<file path="src/rtl/xuly_chinh_truong_n_pkg.sv">
// Shared constants and types for the hh:mm:ss set-mode controller.
//   MODE_RUN        gt_mod value meaning "not editing"
//   DEF_*           default geometry, field limits and timing
//   HOLD_W          width of the hold-tick threshold fed to the repeaters
//   blink_t         blink phase of the selected field
package xuly_chinh_truong_n_pkg;
  localparam int MODE_RUN       = 0;
  localparam int DEF_NUM_FIELD  = 3;
  localparam int DEF_FW         = 6;
  // Field 0 (hours) sits in the low bits.
  localparam logic [DEF_NUM_FIELD*DEF_FW-1:0] DEF_MODS = {6'd60, 6'd60, 6'd24};
  localparam int DEF_HOLD_TICKS = 2;
  localparam int DEF_TIMEOUT    = 20;
  localparam int HOLD_W         = 8;

  typedef enum logic {PH_OFF = 1'b0, PH_ON = 1'b1} blink_t;
endpackage

</file>
<file path="src/rtl/xuly_chinh_truong_n_btn_repeat.sv">
// Key step generator: one step on the key's rising edge, then one step per
// ena_rep tick once the key has been held for hold_ticks ena_hold ticks.
//   ckht, rst     clock, async active-low reset
//   key           debounced key level (already gated by the caller)
//   ena_hold      hold timebase tick
//   ena_rep       repeat-rate tick
//   hold_ticks    ticks of hold before repeat arms
//   step_p        step request, combinational, valid in the cycle it is high
module btn_repeat
  import xuly_chinh_truong_n_pkg::*;
#(
  parameter int HW = HOLD_W
) (
  input  logic          ckht,
  input  logic          rst,
  input  logic          key,
  input  logic          ena_hold,
  input  logic          ena_rep,
  input  logic [HW-1:0] hold_ticks,
  output logic          step_p
);
  logic          key_q;
  logic [HW-1:0] cnt;

  // cnt saturates at the threshold so it cannot wrap during a long hold.
  always_ff @(posedge ckht or negedge rst) begin
    if (!rst) begin
      key_q <= 1'b0;
      cnt   <= '0;
    end else begin
      key_q <= key;
      if (!key)                             cnt <= '0;
      else if (ena_hold && cnt < hold_ticks) cnt <= cnt + 1'b1;
    end
  end

  assign step_p = key & (~key_q | (ena_rep & (cnt >= hold_ticks)));
endmodule

</file>
<file path="src/rtl/xuly_chinh_truong_n.sv">
// Set-mode controller for an hh:mm:ss display. btn_mod walks
// RUN -> field 0 .. field N-1 -> RUN (commit); up/down keys step the selected
// field modulo its limit with hold-to-repeat; idle time abandons the edit.
//   ckht, rst         clock, async active-low reset
//   btn_mod           mode key pulse
//   cdb_up, cdb_dw    up/down key levels
//   ena2hz, ena_rep   2 Hz (blink/hold/timeout) and repeat-rate ticks
//   cur_val           live clock value, captured on edit entry
//   gt_mod            0 = RUN, k = editing field k-1
//   set_val, load_p   edited value and its 1-cycle commit strobe
//   dc_led, ena_led   per-digit decimal points and blink enables
module xuly_chinh_truong_n
  import xuly_chinh_truong_n_pkg::*;
#(
  parameter int                        NUM_FIELD  = DEF_NUM_FIELD,
  parameter int                        FW         = DEF_FW,
  parameter logic [NUM_FIELD*FW-1:0]   MODS       = DEF_MODS,
  parameter int                        HOLD_TICKS = DEF_HOLD_TICKS,
  parameter int                        TIMEOUT    = DEF_TIMEOUT,
  localparam int                       MW         = $clog2(NUM_FIELD + 1)
) (
  input  logic                    ckht,
  input  logic                    rst,
  input  logic                    btn_mod,
  input  logic                    cdb_up,
  input  logic                    cdb_dw,
  input  logic                    ena2hz,
  input  logic                    ena_rep,
  input  logic [NUM_FIELD*FW-1:0] cur_val,
  output logic [MW-1:0]           gt_mod,
  output logic [NUM_FIELD*FW-1:0] set_val,
  output logic                    load_p,
  output logic [2*NUM_FIELD-1:0]  dc_led,
  output logic [2*NUM_FIELD-1:0]  ena_led
);
  localparam int IW = $clog2(TIMEOUT + 1);

  logic                    up_q, dw_q, lock_q, lock_now;
  logic                    key_up, key_dw, up_p, dw_p, key_edge, to_hit;
  blink_t                  phase;
  logic [IW-1:0]           idle, nxt_idle;
  logic [MW-1:0]           nxt_mod;
  logic [NUM_FIELD*FW-1:0] nxt_val;
  logic                    nxt_load;

  function automatic logic [FW-1:0] step_field(input logic [FW-1:0] v,
                                               input logic [FW-1:0] m,
                                               input logic          up);
    if (up) return (v == m - 1'b1) ? '0 : v + 1'b1;
    return (v == '0) ? m - 1'b1 : v - 1'b1;
  endfunction

  // Both keys down locks out stepping until both are released; the lock is
  // applied combinationally so a simultaneous press never yields an edge.
  assign lock_now = lock_q | (cdb_up & cdb_dw);
  assign key_up   = cdb_up & ~lock_now;
  assign key_dw   = cdb_dw & ~lock_now;
  assign key_edge = (cdb_up ^ up_q) | (cdb_dw ^ dw_q);

  btn_repeat #(.HW(HOLD_W)) u_rep_up (
    .ckht(ckht), .rst(rst), .key(key_up), .ena_hold(ena2hz), .ena_rep(ena_rep),
    .hold_ticks(HOLD_W'(HOLD_TICKS)), .step_p(up_p));

  btn_repeat #(.HW(HOLD_W)) u_rep_dw (
    .ckht(ckht), .rst(rst), .key(key_dw), .ena_hold(ena2hz), .ena_rep(ena_rep),
    .hold_ticks(HOLD_W'(HOLD_TICKS)), .step_p(dw_p));

  always_ff @(posedge ckht or negedge rst) begin
    if (!rst) begin
      gt_mod  <= MW'(MODE_RUN);
      set_val <= '0;
      load_p  <= 1'b0;
      idle    <= '0;
      up_q    <= 1'b0;
      dw_q    <= 1'b0;
      lock_q  <= 1'b0;
      phase   <= PH_ON;
    end else begin
      gt_mod  <= nxt_mod;
      set_val <= nxt_val;
      load_p  <= nxt_load;
      idle    <= nxt_idle;
      up_q    <= cdb_up;
      dw_q    <= cdb_dw;
      if (cdb_up & cdb_dw)      lock_q <= 1'b1;
      else if (!cdb_up && !cdb_dw) lock_q <= 1'b0;
      // Holding a key pins the blink ON so the digit stays readable.
      if (cdb_up | cdb_dw) phase <= PH_ON;
      else if (ena2hz)     phase <= (phase == PH_ON) ? PH_OFF : PH_ON;
    end
  end

  always_comb begin
    nxt_mod  = gt_mod;
    nxt_val  = set_val;
    nxt_load = 1'b0;
    nxt_idle = idle;
    to_hit   = 1'b0;
    // btn_mod is ignored during the commit cycle so set_val stays stable.
    if (btn_mod && !load_p) begin
      nxt_idle = '0;
      if (gt_mod == MW'(MODE_RUN)) begin
        for (int i = 0; i < NUM_FIELD; i++)
          nxt_val[FW*i +: FW] = (cur_val[FW*i +: FW] >= MODS[FW*i +: FW]) ? '0 : cur_val[FW*i +: FW];
        nxt_mod = MW'(1);
      end else if (gt_mod == MW'(NUM_FIELD)) begin
        nxt_mod  = MW'(MODE_RUN);
        nxt_load = 1'b1;
      end else begin
        nxt_mod = gt_mod + 1'b1;
      end
    end else if (gt_mod != MW'(MODE_RUN)) begin
      if (key_edge) nxt_idle = '0;
      else if (ena2hz) begin
        if (idle == IW'(TIMEOUT - 1)) begin
          nxt_mod  = MW'(MODE_RUN);
          nxt_idle = '0;
          to_hit   = 1'b1;
        end else begin
          nxt_idle = idle + 1'b1;
        end
      end
      if (!to_hit && (up_p ^ dw_p))
        for (int i = 0; i < NUM_FIELD; i++)
          if (gt_mod == MW'(i + 1))
            nxt_val[FW*i +: FW] = step_field(set_val[FW*i +: FW], MODS[FW*i +: FW], up_p);
    end
  end

  always_comb begin
    dc_led  = '0;
    ena_led = '1;
    for (int i = 0; i < NUM_FIELD; i++)
      if (gt_mod == MW'(i + 1)) begin
        dc_led[2*i +: 2]  = 2'b11;
        ena_led[2*i +: 2] = {2{phase == PH_ON}};
      end
  end
endmodule

</file>
<file path="config.mk">
export PLATFORM = sky130hd
export DESIGN_NAME = xuly_chinh_truong_n
export DESIGN_NICKNAME = d
export VERILOG_FILES = /design/src/rtl/xuly_chinh_truong_n_pkg.sv /design/src/rtl/xuly_chinh_truong_n_btn_repeat.sv /design/src/rtl/xuly_chinh_truong_n.sv
export SDC_FILE = /design/constraint.sdc
export NUM_CORES = 1
export LEC_CHECK = 0
export CAP_MARGIN = 10
export CORE_ASPECT_RATIO = 2
export CORE_MARGIN = 4
export CORE_UTILIZATION = 50
export DETAILED_ROUTE_END_ITERATION = 16
export GPL_ROUTABILITY_DRIVEN = 0
export MAX_ROUTING_LAYER = met4
export PLACE_DENSITY = 0.76
export SYNTH_ARGS = -nofsm -noshare
export SYNTH_HDL_FRONTEND = slang
export SYNTH_SLANG_ARGS = --single-unit
</file>
<file path="constraint.sdc">
create_clock -name ckht -period 4.3 [get_ports ckht]
set_input_delay 0.86 -clock ckht [delete_from_list [all_inputs] [get_ports ckht]]
set_output_delay 0.86 -clock ckht [all_outputs]
set_load 0.01 [all_outputs]
</file>
Yosys cells after proc, flatten, opt, wreduce, memory -nomap -nowiden
Cells that the tools add are included.

Add/sub/neg operators: 10. Equal/unequal tests: 11. Reductions and logical operators: 29. Mux-type cells: 70. Magnitude comparators: 7. Bitwise operators: 18.

Operators by type and width (number): $mux 6 (18); $mux 18 (4); $mux 8 (4); $mux 1 (26); $mux 2 (13); $mux 5 (5); $reduce_bool 2->1 (10); $add 6x1->6 const B (3); $logic_not 6->1 (3); $sub 6x1->6 const B (3); $add 8x1->8 const B (2); $ge 8x2->1 const B (2); $lt 8x2->1 const B (2); $reduce_and 4->1 (4); $eq 6x6->1 const B (2); $ge 6x6->1 const B (2); $and 1x1->1 (7); $eq 6x5->1 const B (1); $ge 6x5->1 const B (1); $add 5x1->5 const B (1); $eq 5x5->1 const B (1); $logic_and 1x1->1 (5); $or 1x1->1 (5); $eq 2x2->1 const B (2); 10 further kinds (19).

Input bits: 25. Output and inout port bits: 33. Register bits: 48.

Depth between registers and ports, before layout
Gate-level depths: netlist (run 1).

Depth in word-level cells: 16. Gate-level depth with buffers: 10. Mapped depth without buffers: 8.

By module
Synthesis (run 1) repeated with hierarchy kept, for this count alone.

Cells, all modules: 442. Area total of the unflattened synthesis: 3826.2 um^2.

By module, submodules not included: xuly_chinh_truong_n (instances 1, cells an instance 288, seq. area each 752.0 um^2, area each 2454.9 um^2); btn_repeat (instances 2, cells an instance 77, seq. area each 225.2 um^2, area each 685.7 um^2).

Least setup slack after synthesis (run 1)
No wires, ideal clock.

Path type: input to register. From: in cdb_up. To: reg set_val[12]. Slack: 1.300 ns. Arrival: 2.875 ns. Path buffers: 2. Stages: 9. Required time: 4.175 ns. Library setup time: 0.125 ns. Cells stage by stage: ha_1 or3b_1 buf_6 a211oi_4 or2_1 buf_6 xnor2_2 o21ai_4 mux2_2.

Longest elaborated chain between the ends: 15.

RTL lines: from (decl) (line xuly_chinh_truong_n.sv:25) `input logic cdb_up,`; $and 1x1->1 (line xuly_chinh_truong_n.sv:55) `assign lock_now = lock_q | (cdb_up & cdb_dw);`; $or 1x1->1 (line xuly_chinh_truong_n.sv:55); $not 1->1 (line xuly_chinh_truong_n.sv:56, xuly_chinh_truong_n.sv:57); $and 1x1->1 (line xuly_chinh_truong_n.sv:56) `assign key_up = cdb_up & ~lock_now;`; $and 1x1->1 (line xuly_chinh_truong_n_btn_repeat.sv:37) `assign step_p = key & (~key_q | (ena_rep & (cnt >= hold_ticks)));`; $mux 1 (line xuly_chinh_truong_n.sv:49) `if (up) return (v == m - 1'b1) ? '0 : v + 1'b1;`; $mux 1 (line xuly_chinh_truong_n.sv:125) `if (gt_mod == MW'(i + 1))`; $mux 1 (line xuly_chinh_truong_n.sv:123) `if (!to_hit && (up_p ^ dw_p))`; $mux 1 (line xuly_chinh_truong_n.sv:112) `end else if (gt_mod != MW'(MODE_RUN)) begin`; $mux 1 (line xuly_chinh_truong_n.sv:100) `if (btn_mod && !load_p) begin`; $mux 6 (line xuly_chinh_truong_n.sv:50) `return (v == '0) ? m - 1'b1 : v - 1'b1;`; $mux 6 (line xuly_chinh_truong_n.sv:125); $mux 18 (line xuly_chinh_truong_n.sv:123); $mux 18 (line xuly_chinh_truong_n.sv:112); $mux 18 (line xuly_chinh_truong_n.sv:100); to (signal assigned) (line xuly_chinh_truong_n.sv:80) `set_val <= nxt_val;`; to (decl) (line xuly_chinh_truong_n.sv:31) `output logic [NUM_FIELD*FW-1:0] set_val,`.

Parallel ways exist; a longest one is shown, timed or not. The select of a mux whose other input is x is not followed. A chain may end at the register's enable or synchronous reset.

Worst setup path after layout (run 1)
From: in cdb_up. To: reg set_val[15].

The elaborated chain is that of the path after synthesis.

==> results of run 1 <==
## cell usage in the layout, fill, tap and decap left out, types with 11 or more instances in the layout
cell type and instances:
and2_1 15, clkdlybuf4s50_1 56, dfrtp_1 47, ha_1 20
inv_1 17, mux2_2 11, nand2_1 31, nand3_1 14
nor2_1 24, o21ai_0 16
## kinds of logic after synthesis
kind of cell | count (synthesis)
simple gates | 136
compound gates | 95
flops | 48
buf+inv | 41
fa+ha+maj | 20
mux | 17
xor+xnor | 11
## state kept, by name, indices dropped and copies added, names as in the netlist
signal          count
phase               1
load_p              1
u_rep_dw.cnt        8
set_val            18
u_rep_up.cnt        8
dw_q                1
gt_mod              2
idle                5
lock_q              1
u_rep_dw.key_q      1
u_rep_up.key_q      1
up_q                1
## cells in the mapped netlist, drive strengths merged (3+ instances only)
library cell	count	share of area, %
xnor2	9	2.6
o31ai	5	1.1
o21ai	18	3.0
nor4	6	1.5
buf	10	2.4
a31oi	5	0.93
nand3	14	2.1
and2	15	2.8
nor3	6	0.89
a21o	6	1.3
ha	20	7.4
a41oi	3	0.78
nand2	31	3.4
o21a	6	1.3
a22oi	7	1.6
a211oi	4	1.3
dfrtp	47	35
nor2b	4	0.74
nand4	7	1.3
mux2	12	4.0
or3	5	0.93
clkbuf	14	1.6
inv	17	1.9
nand2b	7	1.3
a21oi	10	1.5
nor2	26	3.0
nor4b	4	1.0
mux2i	5	1.5
o211ai	10	2.2
## worst register-to-register path, stage by stage (launching register included)
cell	delay, ns
dfrtp_1	0.43
ha_1	0.21
nor4_2	0.43
a211oi_4	0.17
or2_1	0.42
buf_4	0.22
o41ai_1	0.39
o31ai_1	0.13
mux2_2	0.27
## report_power, final
group | switching, uW | internal, uW | leakage [uW]
sequential | 224 | 552 | 0.000615
combinational | 573 | 591 | 0.00106
clock | 175 | 217 | 0.0000671
total | 972 | 1360 | 0.00174
## stage by stage
stage	cell area (um2)	instances	setup slack [ns]	utilization, %	total power, uW
after global placement	3970	496	0.436	59.9	1910
final	4110	504	0.613	62.1	2330
after CTS	4110	504	0.603	62.1	2340
after global routing	4110	504	0.463	62.1	2490
after floorplan	3380	368	1.30	-	1490
after detailed placement	3970	496	0.315	59.9	1940
## final timing paths
kind | end | start | slack, ns
max | set_val[15]$_DFFE_PN0P_ | cdb_up | 0.61
min | u_rep_dw.cnt[3]$_DFFE_PN0P_ | u_rep_dw.cnt[3]$_DFFE_PN0P_ | 0.48
max reg2reg | set_val[15]$_DFFE_PN0P_ | u_rep_up.cnt[1]$_DFFE_PN0P_ | 1.50
min reg2reg | u_rep_dw.cnt[3]$_DFFE_PN0P_ | u_rep_dw.cnt[3]$_DFFE_PN0P_ | 0.48
max in group asynchronous | u_rep_dw.cnt[4]$_DFFE_PN0P_ | rst | 3.23
min in group asynchronous | set_val[5]$_DFFE_PN0P_ | rst | 0.66
## metal layers
metal  global-route usage (%)  vias to the layer above
met5                        -                        -
met4                     10.3                        0
met3                     2.80                       23
met2                     40.1                       73
met1                     23.4                     1472
li1                         -                     1446
## layout make-up
cell class / instances / share of cell area (%)
Clock buffer: 6 / 3.13
Clock inverter: 2 / 0.395
Inverter: 17 / 1.55
Multi-Input combinational cell: 279 / 48.0
Sequential cell: 48 / 29.2
Tap cell: 88 / 2.68
Timing Repair Buffer: 64 / 15.0
==> results.json, run 1 <==
{
  "fillers": 597,
  "drive_gt1_share_pct": 8.89,
  "finalCriticalPeriod_ns": 3.69,
  "drtPass1Iterations": 5,
  "syn-cell-area_um2": 3380,
  "grt_usage_pct": 22.4,
  "grt_max_degree": 49,
  "critical_path_required_ns": 4.48,
  "hold-path-cell-count": 1,
  "vias": 3014,
  "async_flop_share_pct": 100,
  "cpPeakStageDelay_ns": 0.53,
  "holdWs_ns": 0.484,
  "numPortBuffers": 57,
  "outcome": "finished, final reports clean",
  "clk_pin_slew_ns": 0.06,
  "cts_tree": "built",
  "postCtsSetupBuffers": 0,
  "synth_mux_area_share_pct": 5.49,
  "rsz0062_at_grt": "false",
  "ios": 58,
  "viasPerCell": 5.98,
  "antenna_found_initial": 0,
  "synth_top_family_by_area": "simple AND/OR/NAND/NOR gates",
  "start_kind": "primary input",
  "area_growth_pct": 21.9,
  "die_w_um": 66.1,
  "cts_sinks": 48,
  "worstSetupPathDepth": 8,
  "cp_num_buf_inv": 1,
  "rows": 42,
  "nNetsFinal": 460,
  "ctsResizeCount": 0,
  "top_layer": "met4",
  "remaining_drc_errors": 0,
  "wl_per_cell_um": 17.1,
  "path_max_fanout": 10,
  "synth_enable_flop_cells": 0,
  "wirelength_um": 8600,
  "cap_violations": 0,
  "fin_setup_tns_ns": 0,
  "drv_slew": 0,
  "grt_pass1_wl_um": 14200,
  "arrival_ns": 3.86,
  "power_density_nw_per_um2": 567,
  "crit_path_top_delay_cell": "or3b_1",
  "initial_utilization_pct": 51.0,
  "min_path_type": "reg -> reg",
  "overflow": 0,
  "coreArea_um2": 6620,
  "cts.path.max_buffers": 2,
  "crit_type": "in -> reg",
  "hold_violations": 0,
  "h-tree-depth": 2,
  "syn-num-nets": 413,
  "skew_ns": 0.00738,
  "yosys_warnings": 0,
  "multi_input_area_um2": 1970,
  "yosysSeqAreaShare_pct": 35.6,
  "endpoint_kind": "register",
  "drtIter0Drc": 209,
  "irDropWorstVdd_mv": 0.340,
  "wl_met1_um": 3190,
  "cellLeakagePower_uw": 0.00174,
  "hpwl_um": 6560,
  "met3_length_um": 288,
  "ys_ff_latch": 48,
  "seq_area_um2": 1200,
  "fin_crit_sh_pct": 85.7,
  "setup_violations": 0,
  "syn-instance-count": 368,
  "synth_xor_area_share_pct": 3.08,
  "synth_ff_type": "dfrtp_1",
  "path_cells": "clkdlybuf4s50_1, ha_1, or3b_1, a211oi_4, or2_1, xnor2_2, o21ai_4, mux2_2",
  "dr_wl_met2_um": 4830,
  "clock-root-buffer": "clkbuf_16",
  "synth_compound_area_share_pct": 20.8,
  "synth_simple_gate_area_share_pct": 21.7,
  "maxSlewHeadroom_pct": 45.3,
  "synth_cell_types": 64,
  "clk_latency_ns": 0.29,
  "worst_path_dominant_cell_family": "simple AND/OR/NAND/NOR gates",
  "die_area_um2": 8210,
  "synth_fa_ha_area_share_pct": 7.41,
  "avgSynthCellArea_um2": 9.17,
  "numCtsBuffers": 5,
  "grt_pass1_vias": 3067,
  "worst_pin_slew_ns": 0.821,
  "cts_hold_buf": 0,
  "max_freq_mhz": 271,
  "reg2regPathDepth": 8,
  "drtAntennaViolNets": 0,
  "antennaDiodeCount": 0,
  "die_h_um": 124
}
Note: power is estimated with default switching activity, not from simulation.
==> run 2, diff against run 1 <==
Settings changed: CAP_MARGIN 10 to not set.
==> results of run 2 <==
The final DEF is identical to that of run 1; final timing and power are the same.
==> RTL edit 1 (settings of run 2) <==
The package constant `DEF_TIMEOUT` goes from 20 to 10.
--- a/src/rtl/xuly_chinh_truong_n_pkg.sv
+++ b/src/rtl/xuly_chinh_truong_n_pkg.sv
@@ -10,7 +10,7 @@
   // Field 0 (hours) sits in the low bits.
   localparam logic [DEF_NUM_FIELD*DEF_FW-1:0] DEF_MODS = {6'd60, 6'd60, 6'd24};
   localparam int DEF_HOLD_TICKS = 2;
-  localparam int DEF_TIMEOUT    = 20;
+  localparam int DEF_TIMEOUT    = 10;
   localparam int HOLD_W         = 8;
 
   typedef enum logic {PH_OFF = 1'b0, PH_ON = 1'b1} blink_t;
Behaviour: no difference found for any inputs over 4 cycles, from zero or initial values and one cycle with rst low; that may be too few to reach the edited logic, so the function may still have changed.
==> RTL edit 1 against run 2 <==
- hold slack better by 0.029 ns
- count of clock-buffer cells in the layout is 1 lower
- worst setup slack better by 0.22 ns
- via count is 3.4% higher
- synthesized area is 1.7% higher
- power is 2.9% higher
- sequential cell count is 1 lower
- final area is 1.0% higher
- non-clock buffer count is 3 lower
- clock power hardly changed
- global-route usage is 1.5 points higher
- sequential share of layout area is 0.90 points lower
- first-iteration DRC count is 15% higher
- routed wire length is 4.8% higher
- largest power group unchanged
==> RTL edit 1: results (changes against run 2) <==
Inst Count DP=500 (+0.81%); CP arrival=3.65 ns (-0.21 ns); pre-CTS setup slack=0.5305 ns (+0.2152 ns); Post-Syn Area per Cell=9.208 sq um (+0.38%); first-pass GRT wire length=15100 microns (+6.0%); outcome=completed; DR WL met2=4993 microns (+3.5%); met3 WL post-DR=402 microns (+40%); combinational cell power=1.24 mW (+7%); VDD IR max=0.0003488 V (+2.6%); Leak=1.778 nW (+2.3%); GR Util met1=0.2386 (+0.004873); GRT met3 Usage=0.04129 (+0.01326); CP Max Fanout=22 (+12); via count=3117 (+3.4%); fin nets=465 (+1.1%); largest net degree at the start of global routing=48 (-2.0%); Slowest-stage cell, CP=or4b_1; Hold WS=0.5133 ns (+0.02923 ns); M2 GR Usage=0.4215 (+0.02026); Critical Path Sink=set_val[14]; reg2reg path depth=7 (-1); layout cells sized above 1=0.08810 (-0.0008471); CP max stage delay=0.70 ns (+0.17 ns); Logic pwr share=0.515 (+0.016); Final Skew=0.005227 ns (-0.002148 ns); Min-Delay Endpoint=idle[3]; routed length per instance=17.76 microns (+4.0%); wire length on met1=3149 microns (-1.3%); syn_nets=419 (+1.5%); Commonest cells post-synth=dfrtp_1 (46), nand2_1 (37), nor2_1 (22), ha_1 (21), inv_1 (19); total track usage=0.2394 (+0.01515); Synth area leaders=dfrtp_1 (34%), ha_1 (7.7%), nand2_1 (4.0%); min-delay src=idle[3]
## RTL edit 1: changes by cell type after synthesis, sizes merged, moves of 4 or more
cell / delta
a21o: -5
nand2b: +5
o21ai: +4
o211ai: +6
o21a: -4
and3: +14
and2: -13
nand2: +7
nor3: +4
## RTL edit 1: kinds of logic (layout without fill, tap and decap cells)
logic type	count (synthesis)	count (layout)	share of synthesized area
xor+xnor	9	9	0.02842
compound gates	87	87	0.1851
buf+inv	41	88	0.05829
simple gates	148	148	0.2375
mux	20	20	0.07140
fa+ha+maj	21	21	0.07650
flops	47	47	0.3428
## RTL edit 1: area by class of cell
cell class | count | area (sq um)
Sequential cell | 47 | 1177
Clock inverter | 3 | 20.02
Tap cell | 88 | 110.1
Inverter | 19 | 71.32
Timing Repair Buffer | 61 | 595.6
Clock buffer | 5 | 125.1
Fill cell | 576 | 2517
Multi-Input combinational cell | 285 | 2057
==> RTL edit 2 (settings of run 2) <==
Without the edit above. Make the reset (`rst`) synchronous in 2 clocked blocks. Comments in the files are not updated.
--- a/src/rtl/xuly_chinh_truong_n_btn_repeat.sv
+++ b/src/rtl/xuly_chinh_truong_n_btn_repeat.sv
@@ -23,7 +23,7 @@
   logic [HW-1:0] cnt;
 
   // cnt saturates at the threshold so it cannot wrap during a long hold.
-  always_ff @(posedge ckht or negedge rst) begin
+  always_ff @(posedge ckht) begin
     if (!rst) begin
       key_q <= 1'b0;
       cnt   <= '0;
--- a/src/rtl/xuly_chinh_truong_n.sv
+++ b/src/rtl/xuly_chinh_truong_n.sv
@@ -65,7 +65,7 @@
     .ckht(ckht), .rst(rst), .key(key_dw), .ena_hold(ena2hz), .ena_rep(ena_rep),
     .hold_ticks(HOLD_W'(HOLD_TICKS)), .step_p(dw_p));
 
-  always_ff @(posedge ckht or negedge rst) begin
+  always_ff @(posedge ckht) begin
     if (!rst) begin
       gt_mod  <= MW'(MODE_RUN);
       set_val <= '0;
Formal check against the unedited RTL: differs if rst is asserted again (counterexample within 4 cycles, from zero or initial values and one cycle with rst low); with rst held inactive, the same outputs for 4 cycles.
==> RTL edit 2 against run 2 <==
- synthesized area fell by 4.8%
- sequential cell count stayed put
- worst setup slack improved by 0.57 ns
- register-to-register slack improved by 0.47 ns
- non-clock buffer count shrank 2
- routed wire length rose by 2.8%
- final area decreased by 3.9%
- via count up 3.6%
- largest cell class unchanged
Power is not compared: it rests on default switching activity, and its combinational part moved more than twofold at a synthesized area within 25%.
==> RTL edit 2: results (changes against run 2) <==
Final Skew=0.007588 ns (+0.0002127 ns); initial antenna violation count=0 (unchanged); Critical R2R Launch=u_rep_up.cnt[1]; P per Cell Area=348.7 nW/um^2; Post-Syn Area per Cell=7.976 sq um (-13%); Least-Margin Pin Slew=0.6259 ns (-0.1953 ns); M2 GR Usage=0.4469 (+0.04560); HPWL reported at the end of detailed placement=6623 microns (+0.94%); DR WL met2=4876 microns (+1.1%); multiplexer share of the synthesized area=0.04710 (-0.007755); Largest regs=set_val (18), u_rep_dw.cnt (8), u_rep_up.cnt (8); wire length on met1=3294 microns (+3.2%); CTS resizes=0 (unchanged); largest net degree at the start of global routing=26 (-47%); total track usage=0.2478 (+0.02352); CTS Buffer Depth=2 (unchanged); Async S/R FF share, synth=0 (-1.000); CP Max Fanout=15 (+5); post-CTS setup buffer count=0 (unchanged); CP startpoint=cdb_up; reg2reg path depth=7 (-1); Synth Area in Adders=0.07007 (-0.004063); min-delay src=u_rep_dw.cnt[6]; Die W=64.70 microns (-2.1%); GRT met3 Usage=0.03892 (+0.01090); Clk Tree Root Cell=clkbuf_16; syn_nets=446 (+8.0%); 1st-iter DRT viols=232 (+11%); outcome=completed; layout cells sized above 1=0.03881 (-0.05013); DRT Pass-1 Iters=4 (-1); Commonest cells post-synth=dfxtp_1 (48), nand2_1 (45), nor2_1 (32), clkbuf_1 (22), inv_1 (19); Net Sw Frac=0.2940; GR Util met1=0.2467 (+0.01291); Inst Count DP=517 (+4.2%); routed length per instance=16.87 microns (-1.2%); first-pass GRT wire length=14880 microns (+4.5%); met3 WL post-DR=391 microns (+36%); register area share after synthesis=0.2989 (-0.05724); CP arrival=3.32 ns (-0.54 ns); reg2reg setup slack=1.97 ns (+0.47 ns); Cell variety after synth=57 (-11%); vias in the first global route=3248 (+5.9%); crit path time final=3.113 ns (-0.5733 ns); Synth area leaders=dfxtp_1 (30%), ha_1 (7.0%), nand2_1 (5.3%); Vias/cell=5.962 (-0.31%); clock share of power=0.364; yosys warns=0 (unchanged); Post-Synth XOR/XNOR Area=0.04905 (+0.01828); placement-stage cell area=3770 sq um (-5.0%); total CTS buffers=5 (unchanged); Hold WS=0.4731 ns (-0.01095 ns); fin nets=481 (+4.6%); pre-CTS setup slack=0.8819 ns (+0.5666 ns); via count=3124 (+3.6%); post-synthesis compound-gate area fraction=0.1942 (-0.01369)
-- RTL edit 2: area by class of cell --
| cell class | instances | area [sq um] |
|---|---|---|
| fill | 560 | 2303 |
| tap | 86 | 107.6 |
| inverter | 19 | 71.32 |
| clock buffer | 5 | 125.1 |
| timing repair buffer | 62 | 608.1 |
| clock inverter | 2 | 60.06 |
| sequential | 48 | 960.9 |
| multi-input combinational | 302 | 2022 |
-- RTL edit 2: worst paths after layout --
path,endpoint
hold / removal,u_rep_dw.cnt[6]
setup reg to reg,set_val[8]
hold reg to reg,u_rep_dw.cnt[6]
setup / recovery,set_val[8]
-- RTL edit 2: worst max-delay path: stages --
cell and delay [ns]:
clkdlybuf4s50_1 0.49, ha_1 0.25, nor2_1 0.11, buf_4 0.18
nand3_1 0.34, or4_1 0.60, o311ai_0 0.13, a21oi_1 0.07
a221oi_1 0.28
